===== src/rtl/i2s_audio_capture.sv =====
// ---------------------------------------------------------------------------
// i2s_audio_capture
//
// I2S receive path for the line-in ADC. It derives the ADC master, bit and
// left/right clocks from one free-running 9-bit counter and shifts in 16-bit
// stereo words from the ADC data line. Each completed stereo pair lands in a
// single-entry valid/ready output register. A sticky overflow flag records
// that a pair was replaced before it was consumed.
//
// Frame layout (one frame = 512 clk = 32 sck):
//   cnt[8:4] is the sck period index; cnt[3:0]==7 is the sck rising edge.
//   Because of the I2S one-bit delay, slot s = cnt[8:4]-1 (mod 32).
//   Left bits come in at cnt = 23, 39, ..., 263.
//   Right bits come in at cnt = 279, ..., 503, and at cnt = 7 of the next frame.
//
// Ports:
//   clk           in   100 MHz system clock
//   rst           in   asynchronous active-high reset
//   adc_mclk      out  clk/4 master clock   (cnt[1], registered)
//   adc_sck       out  clk/16 bit clock     (cnt[3], registered)
//   adc_lrck      out  clk/512 word clock   (cnt[8], registered; low = left)
//   adc_sdout     in   serial data from ADC, MSB first
//   sample_left   out  last completed left word (two's complement)
//   sample_right  out  last completed right word (two's complement)
//   sample_valid  out  pair in sample_left/right not yet consumed
//   sample_ready  in   consumer takes the pair at this edge when valid
//   overflow      out  sticky: an unconsumed pair was overwritten
// ---------------------------------------------------------------------------
module i2s_audio_capture (
    input  logic        clk,
    input  logic        rst,
    output logic        adc_mclk,
    output logic        adc_sck,
    output logic        adc_lrck,
    input  logic        adc_sdout,
    output logic [15:0] sample_left,
    output logic [15:0] sample_right,
    output logic        sample_valid,
    input  logic        sample_ready,
    output logic        overflow
);

    // Frame position and derived clocks
    logic [8:0]  r_cnt;
    logic        r_mclk;
    logic        r_sck;
    logic        r_lrck;

    // Deserialiser state
    logic [15:0] r_shift_left;
    logic [15:0] r_shift_right;
    logic        r_primed;

    // Output register
    logic [15:0] r_out_left;
    logic [15:0] r_out_right;
    logic        r_valid;
    logic        r_overflow;

    // Decode of the current counter position
    logic        w_bit_edge;
    logic        w_in_right;
    logic        w_take_left;
    logic        w_take_right;
    logic        w_complete;
    logic        w_prime_pt;
    logic        w_load;

    // A data bit is taken on every sck rising edge, which is the clk edge
    // that ends a cycle with cnt[3:0]==7.
    assign w_bit_edge   = (r_cnt[3:0] == 4'd7);

    // Slot s = cnt[8:4]-1 (mod 32) is in the right half (s >= 16) when
    // cnt[8:4] is 17..31, or 0 (the right LSB wraps into the next frame).
    assign w_in_right   = (r_cnt[8:4] == 5'd0) || (r_cnt[8:4] > 5'd16);

    assign w_take_left  = w_bit_edge && !w_in_right;
    assign w_take_right = w_bit_edge &&  w_in_right;

    // Right LSB sample: the whole stereo pair is now complete.
    assign w_complete   = (r_cnt == 9'd7);

    // Left LSB sample. After this point the shift registers hold real frame
    // data, so the following completion is the first one worth presenting.
    assign w_prime_pt   = (r_cnt == 9'd263);

    assign w_load       = w_complete && r_primed;

    // -----------------------------------------------------------------------
    // Counter and clock outputs. The outputs are registered copies of the
    // counter bits, so they lag cnt by one cycle. Bit timing is decoded from
    // cnt directly, so this lag never affects capture.
    // -----------------------------------------------------------------------
    always_ff @(posedge clk or posedge rst) begin
        if (rst) begin
            r_cnt  <= 9'd0;
            r_mclk <= 1'b0;
            r_sck  <= 1'b0;
            r_lrck <= 1'b0;
        end else begin
            r_cnt  <= r_cnt + 9'd1;
            r_mclk <= r_cnt[1];
            r_sck  <= r_cnt[3];
            r_lrck <= r_cnt[8];
        end
    end

    // -----------------------------------------------------------------------
    // Deserialiser. Each word shifts in MSB first. After 16 bits the word is
    // left-justified in its register, with no extra alignment step.
    // -----------------------------------------------------------------------
    always_ff @(posedge clk or posedge rst) begin
        if (rst) begin
            r_shift_left  <= 16'd0;
            r_shift_right <= 16'd0;
            r_primed      <= 1'b0;
        end else begin
            if (w_take_left)
                r_shift_left  <= {r_shift_left[14:0], adc_sdout};
            if (w_take_right)
                r_shift_right <= {r_shift_right[14:0], adc_sdout};
            if (w_prime_pt)
                r_primed      <= 1'b1;
        end
    end

    // -----------------------------------------------------------------------
    // Single-entry output register.
    // A completion always loads the pair, so the newest pair wins. If it
    // replaces a pair that is still valid and is not being accepted at this
    // edge, the overwrite is recorded in the sticky overflow flag. A
    // completion that coincides with ready counts as a clean hand-off. With
    // no completion, ready only matters while valid is high.
    // -----------------------------------------------------------------------
    always_ff @(posedge clk or posedge rst) begin
        if (rst) begin
            r_out_left  <= 16'd0;
            r_out_right <= 16'd0;
            r_valid     <= 1'b0;
            r_overflow  <= 1'b0;
        end else begin
            if (w_load) begin
                r_out_left  <= r_shift_left;
                // The right LSB is arriving on this very edge, so splice it
                // in directly instead of waiting a cycle for the shifter.
                r_out_right <= {r_shift_right[14:0], adc_sdout};
                r_valid     <= 1'b1;
                if (r_valid && !sample_ready)
                    r_overflow <= 1'b1;
            end else if (r_valid && sample_ready) begin
                r_valid     <= 1'b0;
            end
        end
    end

    assign adc_mclk     = r_mclk;
    assign adc_sck      = r_sck;
    assign adc_lrck     = r_lrck;
    assign sample_left  = r_out_left;
    assign sample_right = r_out_right;
    assign sample_valid = r_valid;
    assign overflow     = r_overflow;

endmodule

===== config.mk =====
export PLATFORM = sky130hd
export DESIGN_NAME = i2s_audio_capture
export DESIGN_NICKNAME = d
export VERILOG_FILES = /design/src/rtl/i2s_audio_capture.sv
export SDC_FILE = /design/constraint.sdc
export NUM_CORES = 1
export LEC_CHECK = 0
export ABC_AREA = 1
export ABC_CLOCK_PERIOD_IN_PS = 2500
export CORE_MARGIN = 1
export CORE_UTILIZATION = 51
export CTS_BUF_LIST = sky130_fd_sc_hd__clkbuf_8
export CTS_CLUSTER_SIZE = 12
export DETAILED_ROUTE_END_ITERATION = 10
export PLACE_DENSITY_LB_ADDON = 0.08
export SLEW_MARGIN = 30
export SYNTH_ARGS = -nofsm -noshare
export SYNTH_HDL_FRONTEND = slang
export SYNTH_SLANG_ARGS = --single-unit
export TNS_END_PERCENT = 5

===== constraint.sdc =====
create_clock -name clk -period 2.5 [get_ports clk]
set_input_delay 0.5 -clock clk [delete_from_list [all_inputs] [get_ports clk]]
set_output_delay 0.5 -clock clk [all_outputs]
set_load 0.005 [all_outputs]

==> results_dict.tcl <==
set metrics [dict create \
    cts.path.max_buffers 2 \
    post-synth-top-count-cell "nand2_1" \
    end_kind "flip-flop" \
    maxSlewHeadroom_pct 60.5 \
    synthArstFlopShare_pct 100 \
    fin_crit_ns 1.78 \
    worst-path-max-fanout 34 \
    syn_area_mm2 0.00309 \
    pin_count 41 \
    cts_tree "yes" \
    rsz0062_at_grt "no" \
    synth_area_leaders "dfrtp_1 (63%), nand2_1 (21%), nand3_1 (5.7%), xor2_1 (1.7%), buf_2 (1.3%)" \
    core_mm2 0.00568 \
    first_pass_iters 4 \
    worstSkewPairLatency_ns 0.34 \
    synth_common_cells "nand2_1 (169), dfrtp_1 (78), nand3_1 (35), buf_2 (8), inv_1 (7)" \
    vias 2213 \
    avgSynthCellArea_um2 9.33 \
    ys_ff_latch 78 \
    synth_cell_types 20 \
    postCtsHoldBufs 0 \
    skew_ns 0.0117 \
    worst-slew-pin-transition_ns 0.590 \
    gp_congestion 0.734 \
    start_util_pct 54.4 \
    startpoint_type "flip-flop" \
    grt_pass1_vias 2163 \
    r2r_slack_ns 0.72 \
    worstPathRequired_ns 2.73 \
    grt_max_degree 36 \
    io_buffers 40 \
    drt_wl_total_um 5550 \
    leakage_nw 1.97 \
    ant_nets 0 \
    root_buffer "clkbuf_8" \
    grt-ovfl-total 0 \
    power_density_mw_per_mm2 591 \
    preCtsSetupSlack_ns 0.717 \
    drc 0 \
    clock.fmax_ghz 0.563 \
    wl_per_cell_um 12.4 \
    die_h_um 79.8 \
    grt_antenna_before_repair 0 \
    vias_per_cell 4.93 \
    nNetsFinal 378 \
    fin_crit_sh_pct 71.1 \
    cts_resized 0 \
    synthFlopType "dfrtp_1" \
    cts_buffers 9 \
    synth_top_area_cell "dfrtp_1" \
    antenna_cells 0 \
    syn-num-nets 336 \
    placed_area_mm2 0.00355 \
    cp.arrival_ns 2.01 \
    area_growth_pct 21.0 \
    outcome "completed" \
    drv_cap 0 \
    clk_pin_slew_ns 0.07 \
    seq_area_mm2 0.00195 \
    die_area_mm2 0.00637 \
    yosys_warnings 0 \
    synth_edf_count 0 \
    drv_slew 0 \
    syn_inst 331 \
    peakVddDrop_mv 0.364 \
    cts_setup_buffers 0 \
    timing_hold_violations_final 0 \
    ctsHtreeMaxLevel 3 \
    dp_hpwl_um 3680 \
    dr.first_iter.drc_count 165 \
    row_count 27 \
    drive_above_1_share_pct 9.02 \
    tns_ns 0 \
    grt.total_usage_pct 20.7 \
    finalSetupViolCount 0 \
    cts_num_sinks 78 \
    multiInputGateArea_mm2 0.00101 \
    final_area_mm2 0.00374 \
    filler_cell_count 500 \
    netlist.area_leader.share_pct 63.2 \
    ys_seq_area_share_pct 63.2 \
    path_class "reg2reg" \
    grt_pass1_wl_um 9940 \
    hold_class "reg2reg" \
    die_w_um 79.8 \
    worst_slack_ns 0.723 \
]
## final timing paths
check / end / depth (start not counted) / start
max: r_shift_left[3] / 7 / r_cnt[0]
min: adc_mclk / 0 / r_cnt[1]
max reg2reg: r_shift_left[3] / 7 / r_cnt[0]
min reg2reg: adc_mclk / 0 / r_cnt[1]
max in group asynchronous: sample_left[13] / 3 / rst
min in group asynchronous: sample_right[6] / 2 / rst
## per-stage QoR
stage	hold WS, ns	util, %	total power [W]	cells
after floorplan	0.378	-	0.00131	331
after global placement	0.382	62.5	0.00133	434
after detailed placement	0.401	62.5	0.00133	434
after CTS	0.417	65.9	0.00223	449
after global routing	0.435	65.9	0.00229	449
final	0.411	65.9	0.00221	449
## cell usage in the layout (no fill, tap or decap), types with 3 or more instances in the layout
master and count:
nand3_2 3, nand2_2 5, xor2_1 6, nor2_1 4
dfrtp_1 78, inv_1 7, clkbuf_8 10, inv_2 4
nand3_1 35, nand2_1 169, clkdlybuf4s50_1 40
## flip-flops by register name, indices dropped and copies added, names as in the netlist, 9 cells and up
register,cells
sample_left,16
sample_right,16
r_cnt,9
r_shift_right,15
r_shift_left,16
## where the power goes
group | switching, W | internal, W
combinational | 0.0000272 | 0.0000115
clock | 0.000427 | 0.000476
sequential | 0.00000248 | 0.00126
## critical path: stages (launching register included)
cell and delay (ns):
dfrtp_1 0.37, ha_1 0.20, nand2_2 0.12, nor2_8 0.10
buf_4 0.33, nand3_2 0.33, nand2_1 0.15, nand2_1 0.06
## kinds of logic (layout without fill, tap and decap cells)
kind of cell | Yosys count | in the layout | share of synthesized area, %
AND/OR/NAND/NOR | 221 | 221 | 30.3
adder cells (fa/ha/maj) | 1 | 1 | 0.405
AO/OA/AOI/OAI | 2 | 2 | 0.405
flip-flops | 78 | 78 | 63.2
buffers and inverters | 23 | 69 | 3.97
XOR/XNOR | 6 | 6 | 1.70
## cell type report
| class | count | share of cell area, % |
|---|---|---|
| clock buffer | 10 | 3.68 |
| clock inverter | 5 | 1.37 |
| inverter | 10 | 1.00 |
| multi-input combinational | 230 | 27.1 |
| sequential | 78 | 52.2 |
| tap | 72 | 2.41 |
| timing repair buffer | 44 | 12.2 |
## routing by layer
layer	wire length, um	global-route usage (%)	vias to the layer above
li1	-	-	1109
met5	0	0	-
met1	2650	26.9	1052
met4	109	11.6	0
met2	2610	32.9	40
met3	180	3.66	12
No activity file was read; power rests on OpenSTA's default activity.
